<file path="config.mk">
export PLATFORM = sky130hd
export DESIGN_NAME = mem_sequencer_flat
export DESIGN_NICKNAME = d
export VERILOG_FILES = /design/src/rtl/mem_sequencer_pkg.sv /design/src/rtl/mem_sequencer_if.sv /design/src/rtl/mem_lane_gen.sv /design/src/rtl/mem_sequencer.sv /design/src/flat_wrapper.sv
export SDC_FILE = /design/constraint.sdc
export NUM_CORES = 1
export LEC_CHECK = 0
export CORE_MARGIN = 2
export CORE_UTILIZATION = 34
export DETAILED_ROUTE_END_ITERATION = 8
export PLACE_DENSITY = 0.81
export REMOVE_ABC_BUFFERS = 1
export SLEW_MARGIN = 20
export SYNTH_ARGS = -nofsm -noshare
export SYNTH_HDL_FRONTEND = slang
export SYNTH_SLANG_ARGS = --single-unit
</file>
<file path="constraint.sdc">
create_clock -name clk -period 2.2 [get_ports clk]
set_clock_uncertainty 0.05 [all_clocks]
set_input_delay 0.55 -clock clk [delete_from_list [all_inputs] [get_ports clk]]
set_output_delay 0.55 -clock clk [all_outputs]
set_load 0.005 [all_outputs]
</file>
<file path="src/rtl/mem_sequencer_pkg.sv">
// Shared types and constants for the memory sequencer: FSM state encoding,
// core memory-op encoding and the NOP loaded into the instruction holder.
package riscV_unrn_pkg;

    typedef enum logic [2:0] {
        FETCH_REQ  = 3'd0,
        FETCH_WAIT = 3'd1,
        EXEC       = 3'd2,
        DATA_REQ   = 3'd3,
        DATA_WAIT  = 3'd4,
        COMMIT     = 3'd5
    } mem_seq_state_t;

    typedef enum logic [1:0] {
        MEM_SIZE_B    = 2'b00,
        MEM_SIZE_H    = 2'b01,
        MEM_SIZE_W    = 2'b10,
        MEM_SIZE_NONE = 2'b11
    } mem_size_t;

    // bit2 = store, bits[1:0] = access size
    typedef struct packed {
        logic      store;
        mem_size_t size;
    } mem_inst_type_t;

    localparam logic [31:0] NOP_INSTR = 32'h0000_0013;

endpackage

</file>
<file path="src/rtl/mem_sequencer_if.sv">
// Single-port memory bus between the sequencer (master) and the memory (slave).
interface mem_sequencer_if;

    logic        mem_req_o;
    logic [31:0] mem_addr_o;
    logic        mem_we_o;
    logic [3:0]  mem_be_o;
    logic [31:0] mem_wdata_o;
    logic        mem_gnt_i;
    logic        mem_rvalid_i;
    logic [31:0] mem_rdata_i;

    modport master (
        output mem_req_o, mem_addr_o, mem_we_o, mem_be_o, mem_wdata_o,
        input  mem_gnt_i, mem_rvalid_i, mem_rdata_i
    );

    modport slave (
        input  mem_req_o, mem_addr_o, mem_we_o, mem_be_o, mem_wdata_o,
        output mem_gnt_i, mem_rvalid_i, mem_rdata_i
    );

endinterface

</file>
<file path="src/rtl/mem_lane_gen.sv">
// Byte-lane steering for data accesses: byte enables from size and the low
// address bits, store data replicated across the lanes it may land on.
module mem_lane_gen
    import riscV_unrn_pkg::*;
(
    input  mem_size_t   size_i,
    input  logic [1:0]  addr_lo_i,
    input  logic [31:0] wdata_i,
    output logic [3:0]  be_o,
    output logic [31:0] wdata_o
);

    // Lane selection per access size; no-access yields no enables.
    always_comb begin
        be_o    = 4'b0000;
        wdata_o = 32'h0;
        case (size_i)
            MEM_SIZE_B: begin
                be_o    = 4'b0001 << addr_lo_i;
                wdata_o = {4{wdata_i[7:0]}};
            end
            MEM_SIZE_H: begin
                be_o    = 4'b0011 << {addr_lo_i[1], 1'b0};
                wdata_o = {2{wdata_i[15:0]}};
            end
            MEM_SIZE_W: begin
                be_o    = 4'hF;
                wdata_o = wdata_i;
            end
            default: begin
                be_o    = 4'b0000;
                wdata_o = 32'h0;
            end
        endcase
    end

endmodule

</file>
<file path="src/rtl/mem_sequencer.sv">
// Multi-cycle fetch/data sequencer sharing one single-port memory bus.
// Optional bus watchdog enabled by defining MEM_SEQ_TIMEOUT_EN.
//
// state      | meaning
// FETCH_REQ  | fetch request on the bus at the PC word address
// FETCH_WAIT | waiting for the instruction response
// EXEC       | core decodes held instruction; step here if no data phase
// DATA_REQ   | load/store request on the bus
// DATA_WAIT  | waiting for the data response (stores wait too)
// COMMIT     | step pulse after a data phase
module mem_sequencer
    import riscV_unrn_pkg::*;
#(
    parameter int unsigned TIMEOUT_CYCLES = 255
) (
    input  logic           clk,
    input  logic           rst,
    input  logic [31:0]    pc_i,
    input  mem_inst_type_t inst_type_i,
    input  logic [31:0]    data_addr_i,
    input  logic [31:0]    wdata_i,
    input  logic           exc_i,
    output logic [31:0]    instr_o,
    output logic [31:0]    rdata_o,
    output logic           step_o,
    mem_sequencer_if.master bus
`ifdef MEM_SEQ_TIMEOUT_EN
    ,
    output logic           bus_err_o
`endif
);

    mem_seq_state_t state_q, state_d;
    logic [31:0]    instr_q, instr_d;
    logic [31:0]    rdata_q, rdata_d;

    logic           req_c;
    logic [31:0]    addr_c;
    logic           we_c;
    logic [3:0]     be_c;
    logic [31:0]    wdata_c;
    logic [3:0]     lane_be;
    logic [31:0]    lane_wdata;

`ifdef MEM_SEQ_TIMEOUT_EN
    localparam int unsigned CNT_W = ($clog2(TIMEOUT_CYCLES + 1) > 8) ?
                                    $clog2(TIMEOUT_CYCLES + 1) : 8;
    logic [CNT_W-1:0] cnt_q, cnt_d, cnt_inc;
    logic             tmo;

    assign cnt_inc = cnt_q + CNT_W'(1);
    // Fires on the cycle the wait count reaches the limit, measured from grant.
    assign tmo     = (cnt_inc == CNT_W'(TIMEOUT_CYCLES));

    logic unused_bits;
    assign unused_bits = ^pc_i[1:0];
`else
    logic unused_bits;
    assign unused_bits = (^pc_i[1:0]) ^ (TIMEOUT_CYCLES == 0);
`endif

    mem_lane_gen u_lane (
        .size_i   (inst_type_i.size),
        .addr_lo_i(data_addr_i[1:0]),
        .wdata_i  (wdata_i),
        .be_o     (lane_be),
        .wdata_o  (lane_wdata)
    );

    // State, instruction holder and load-data holder registers.
    always_ff @(posedge clk or negedge rst) begin
        if (!rst) begin
            state_q <= FETCH_REQ;
            instr_q <= NOP_INSTR;
            rdata_q <= 32'h0;
        end else begin
            state_q <= state_d;
            instr_q <= instr_d;
            rdata_q <= rdata_d;
        end
    end

`ifdef MEM_SEQ_TIMEOUT_EN
    // Watchdog count of cycles spent in a WAIT state.
    always_ff @(posedge clk or negedge rst) begin
        if (!rst) begin
            cnt_q <= '0;
        end else begin
            cnt_q <= cnt_d;
        end
    end
`endif

    // Next-state, capture and bus-request decode.
    always_comb begin
        state_d = state_q;
        instr_d = instr_q;
        rdata_d = rdata_q;
        step_o  = 1'b0;
        req_c   = 1'b0;
        addr_c  = 32'h0;
        we_c    = 1'b0;
        be_c    = 4'b0000;
        wdata_c = 32'h0;
`ifdef MEM_SEQ_TIMEOUT_EN
        bus_err_o = 1'b0;
        cnt_d     = '0;
`endif
        case (state_q)
            FETCH_REQ: begin
                req_c  = 1'b1;
                addr_c = {pc_i[31:2], 2'b00};
                be_c   = 4'hF;
                if (bus.mem_gnt_i) state_d = FETCH_WAIT;
            end
            FETCH_WAIT: begin
                if (bus.mem_rvalid_i) begin
                    instr_d = bus.mem_rdata_i;
                    state_d = EXEC;
                end
`ifdef MEM_SEQ_TIMEOUT_EN
                else begin
                    cnt_d = cnt_inc;
                    if (tmo) begin
                        // Zero decodes as illegal so the core traps.
                        bus_err_o = 1'b1;
                        instr_d   = 32'h0;
                        state_d   = EXEC;
                    end
                end
`endif
            end
            EXEC: begin
                if (inst_type_i.size == MEM_SIZE_NONE || exc_i) begin
                    step_o  = 1'b1;
                    state_d = FETCH_REQ;
                end else begin
                    state_d = DATA_REQ;
                end
            end
            DATA_REQ: begin
                req_c   = 1'b1;
                addr_c  = {data_addr_i[31:2], 2'b00};
                we_c    = inst_type_i.store;
                be_c    = lane_be;
                wdata_c = lane_wdata;
                if (bus.mem_gnt_i) state_d = DATA_WAIT;
            end
            DATA_WAIT: begin
                if (bus.mem_rvalid_i) begin
                    rdata_d = bus.mem_rdata_i;
                    state_d = COMMIT;
                end
`ifdef MEM_SEQ_TIMEOUT_EN
                else begin
                    cnt_d = cnt_inc;
                    if (tmo) begin
                        bus_err_o = 1'b1;
                        rdata_d   = 32'h0;
                        state_d   = COMMIT;
                    end
                end
`endif
            end
            COMMIT: begin
                step_o  = 1'b1;
                state_d = FETCH_REQ;
            end
            default: begin
                state_d = FETCH_REQ;
            end
        endcase
    end

    // The reset state is FETCH_REQ, so the request is masked while held in reset.
    assign bus.mem_req_o   = req_c & rst;
    assign bus.mem_addr_o  = addr_c;
    assign bus.mem_we_o    = we_c;
    assign bus.mem_be_o    = be_c;
    assign bus.mem_wdata_o = wdata_c;

    assign instr_o = instr_q;
    assign rdata_o = rdata_q;

endmodule

</file>
<file path="src/flat_wrapper.sv">
// flat-port wrapper written by rule: the top's interface ports become plain ports
module mem_sequencer_flat import riscV_unrn_pkg::*;
#(
    parameter int unsigned TIMEOUT_CYCLES = 255
)
  (clk, rst, pc_i, inst_type_i, data_addr_i, wdata_i, exc_i, instr_o, rdata_o, step_o, bus_mem_req_o, bus_mem_addr_o, bus_mem_we_o, bus_mem_be_o, bus_mem_wdata_o, bus_mem_gnt_i, bus_mem_rvalid_i, bus_mem_rdata_i);
  mem_sequencer_if bus_i ();
  input  logic clk;
  input  logic rst;
  input  logic [31:0] pc_i;
  input  mem_inst_type_t inst_type_i;
  input  logic [31:0] data_addr_i;
  input  logic [31:0] wdata_i;
  input  logic exc_i;
  output logic [31:0] instr_o;
  output logic [31:0] rdata_o;
  output logic step_o;
  output wire logic [$bits(bus_i.mem_req_o)-1:0] bus_mem_req_o;
  output wire logic [$bits(bus_i.mem_addr_o)-1:0] bus_mem_addr_o;
  output wire logic [$bits(bus_i.mem_we_o)-1:0] bus_mem_we_o;
  output wire logic [$bits(bus_i.mem_be_o)-1:0] bus_mem_be_o;
  output wire logic [$bits(bus_i.mem_wdata_o)-1:0] bus_mem_wdata_o;
  input wire logic [$bits(bus_i.mem_gnt_i)-1:0] bus_mem_gnt_i;
  input wire logic [$bits(bus_i.mem_rvalid_i)-1:0] bus_mem_rvalid_i;
  input wire logic [$bits(bus_i.mem_rdata_i)-1:0] bus_mem_rdata_i;
  assign bus_mem_req_o = bus_i.mem_req_o;
  assign bus_mem_addr_o = bus_i.mem_addr_o;
  assign bus_mem_we_o = bus_i.mem_we_o;
  assign bus_mem_be_o = bus_i.mem_be_o;
  assign bus_mem_wdata_o = bus_i.mem_wdata_o;
  assign bus_i.mem_gnt_i = bus_mem_gnt_i;
  assign bus_i.mem_rvalid_i = bus_mem_rvalid_i;
  assign bus_i.mem_rdata_i = bus_mem_rdata_i;
  mem_sequencer #(.TIMEOUT_CYCLES(TIMEOUT_CYCLES)) u_core (.clk(clk), .rst(rst), .pc_i(pc_i), .inst_type_i(inst_type_i), .data_addr_i(data_addr_i), .wdata_i(wdata_i), .exc_i(exc_i), .instr_o(instr_o), .rdata_o(rdata_o), .step_o(step_o), .bus(bus_i));
endmodule
</file>
==> results.cfg <==
[status]
status = complete, but fails checks
failed_checks = setup timing

[power_and_ir_drop]
power.density_mw_per_mm2 = 1180
p_sw_share_pct = 32.1
vdd_drop_max_mv = 0.809
p_switching_mw = 2.64
power_frac_clock_pct = 13.8
p_seq_share_pct = 26.1
p_int_mw = 5.59
p_leak_nw = 3.21
combPwrFrac_pct = 60.1

[final_layout]
final_cell_mix = 177 x clkdlybuf4s50_1, 65 x buf_2, 64 x dfrtp_1
nets = 756
fin_util_pct = 68.8
final_layout_size_suffix_gt1_share_pct = 39.9
diodes = 0
multi_input_area_mm2 = 0.00183
regArea_mm2 = 0.00168
fillerInstances = 780
layout.cells.non_filler = 760
syn_to_final_growth_pct = 98.5
final_common_cell = clkdlybuf4s50_1

[synth]
synth_top_family_by_area = multiplexers
synth_compound_area_share_pct = 13.8
seq_area_frac_synth_pct = 47.6
synthAdderAreaFrac_pct = 0
netlist_instances = 308
ys.warnings.count = 0
syn_area_per_cell_um2 = 11.5
ys_types = 32
ys_ff_latch = 67
netlist_area_mm2 = 0.00353
synthMuxAreaShare_pct = 22.7
synth-xor-area-share_pct = 0
synth-simple-area-share_pct = 10.3

[timing]
drv_slew = 0
period_needed_ns = 2.21
rsz0062_at_grt = yes
fmaxAchievable_mhz = 453
layout_worst_path_cycle_share_pct = 100
fin_ws_ns = -0.00860
hold_violations = 0
slew_headroom_pct = 44.7
worst_pin_slew_ns = 0.829
setup_violations = 2
hold-worst-slack_ns = 0.387

[route]
dr_total_vias = 3877
drc_errors = 0
detail-route-antenna-nets = 0
wire_per_inst_um = 20.3
routed_wl_um = 15400
drt_pre_antenna_iters = 4
routed_via_density = 5.10
drt-initial-drc-count = 260

[floorplanning]
rows = 37
start_util_pct = 34.7
core_mm2 = 0.0102
die_w_um = 106
die_y_um = 106
dieArea_mm2 = 0.0112
io_pins = 271

[flow_run]
cap_viol_max_count = 0

[grt]
overflow = 0
grt_pass1_vias = 4178
grt_usage_pct = 27.4
grt_pass1_wl_um = 23600
grt_antenna_before_repair = 0
grt_max_degree = 68

[setup_path]
cp_data_required_time_ns = 1.60
critPathKind = reg -> out
startpoint_type = flop
endpoint_kind = output pin
crit_fanout = 5
cp.arrival_ns = 1.61
r2r_slack_ns = 0.37

[clock_network]
clockBufferDepth = 2
cts_tree = yes
clock_sinks = 67
htree_levels = 3
root_buffer = clkbuf_8
hold_buffers = 0
cts_made_buffers = 9
clk_latency_ns = 0.33
path_clk_slew_ns = 0.07

[place]
placed_cells = 710
gp_congestion = 0.940
dp_hpwl_um = 11100
port_buffers = 266
place_ws_ns = -0.725

[min_path]
hold_path_class = in -> async
==> worst paths after layout <==
check | from | to | cells after the start
setup / recovery | u_core.state_q[1]$_DFFE_PN0P_ | bus_mem_addr_o[16] | 6
hold / removal | rst | u_core.rdata_o[28]$_DFFE_PN0P_ | 2
setup reg to reg | u_core.state_q[1]$_DFFE_PN0P_ | u_core.instr_o[29]$_DFFE_PN0P_ | 6
hold reg to reg | u_core.rdata_o[10]$_DFFE_PN0P_ | u_core.rdata_o[10]$_DFFE_PN0P_ | 1
max in group asynchronous | rst | u_core.rdata_o[5]$_DFFE_PN0P_ | 2
min in group clk | u_core.rdata_o[10]$_DFFE_PN0P_ | u_core.rdata_o[10]$_DFFE_PN0P_ | 1
==> Yosys cell counts <==
cell type  count  area [um2]
a211o_1        1        8.76
a21oi_1       30         150
a22o_1        31         272
a311oi_1       1        8.76
a31o_2         1        8.76
and2_1         1        6.26
and3_1         9        56.3
and3b_1        1        8.76
buf_2         10        50.1
buf_4          4        30.0
buf_6          7        78.8
clkbuf_1       7        26.3
conb_1         1        3.75
dfrtp_1       64        1600
dfstp_2        3        78.8
inv_1          2        7.51
mux2_1         6        67.6
mux2_2        58         653
mux2i_1        8        80.1
nand2_1       20        75.1
nand2b_1       2        12.5
nand2b_4       1        13.8
nand3_1        1        5.00
nand3b_1       1        7.51
nor2_1        10        37.5
nor2b_1       10        62.6
nor3_1         1        5.00
nor3b_4        1        18.8
o211ai_1       1        7.51
o21a_1         1        7.51
o21ai_0        5        25.0
or2_2          9        56.3
==> registers in the layout, summed over array words and instances (netlist names) <==
| register | flops |
|---|---|
| u_core.rdata_o | 32 |
| u_core.instr_o | 32 |
| u_core.state_q | 3 |
==> kinds of logic after synthesis <==
family | count (synthesis)
other cells | 1
compound gates | 71
buf+inv | 30
flops | 67
simple gates | 67
mux | 72
==> metrics by stage <==
step / instance area, um2 / TNS [ns] / power, mW
after global placement: 6450 / -23.01 / 6.45
final: 7010 / -0.0147 / 8.24
after global routing: 7010 / -1.39 / 8.69
after CTS: 6960 / -1.48 / 8.31
after floorplan: 3350 / -32.37 / 3.65
after detailed placement: 6450 / -24.57 / 6.61
==> critical path: stages (launching register included) <==
cell and delay [ns]:
dfrtp_1 0.39, buf_6 0.12, nor3_4 0.21, buf_6 0.17, buf_8 0.12, a22o_1 0.15
buf_2 0.12
==> power groups by stage <==
| stage | Clock [mW] | Combinational [mW] | Sequential (mW) |
|---|---|---|---|
| 6_report | 1.13 | 4.95 | 2.15 |
| 5_1_grt | 1.21 | 5.25 | 2.23 |
| 4_1_cts | 1.16 | 4.99 | 2.16 |
| 3_5_place_dp | 0 | 4.44 | 2.17 |
| 3_3_place_gp | 0 | 4.34 | 2.11 |
| 2_1_floorplan | 0 | 1.44 | 2.21 |
==> repair_timing <==
item,CTS,global route
gates resized for setup,350,29
setup endpoints to repair,69,62
gates cloned,10,1
setup buffers,26,3
pin swaps,35,14
==> layout make-up <==
class	instances	area share (%)
Clock buffer	10	1.96
Clock inverter	5	1.21
Inverter	2	0.143
Multi-Input combinational cell	212	26.1
Sequential cell	67	24.0
Tap cell	136	2.43
Timing Repair Buffer	328	44.2
==> routing by layer <==
layer | up-vias | part of all wire (%) | GRT usage [%] | routed length (um)
met3 | 41 | 9.5 | 9.44 | 1460
met1 | 1901 | 36 | 30.3 | 5500
met5 | - | 0 | 0 | 0
li1 | 1731 | - | - | -
met2 | 204 | 51 | 48.1 | 7900
met4 | 0 | 3.8 | 11.2 | 582
Power figures use the tool's default switching activity.
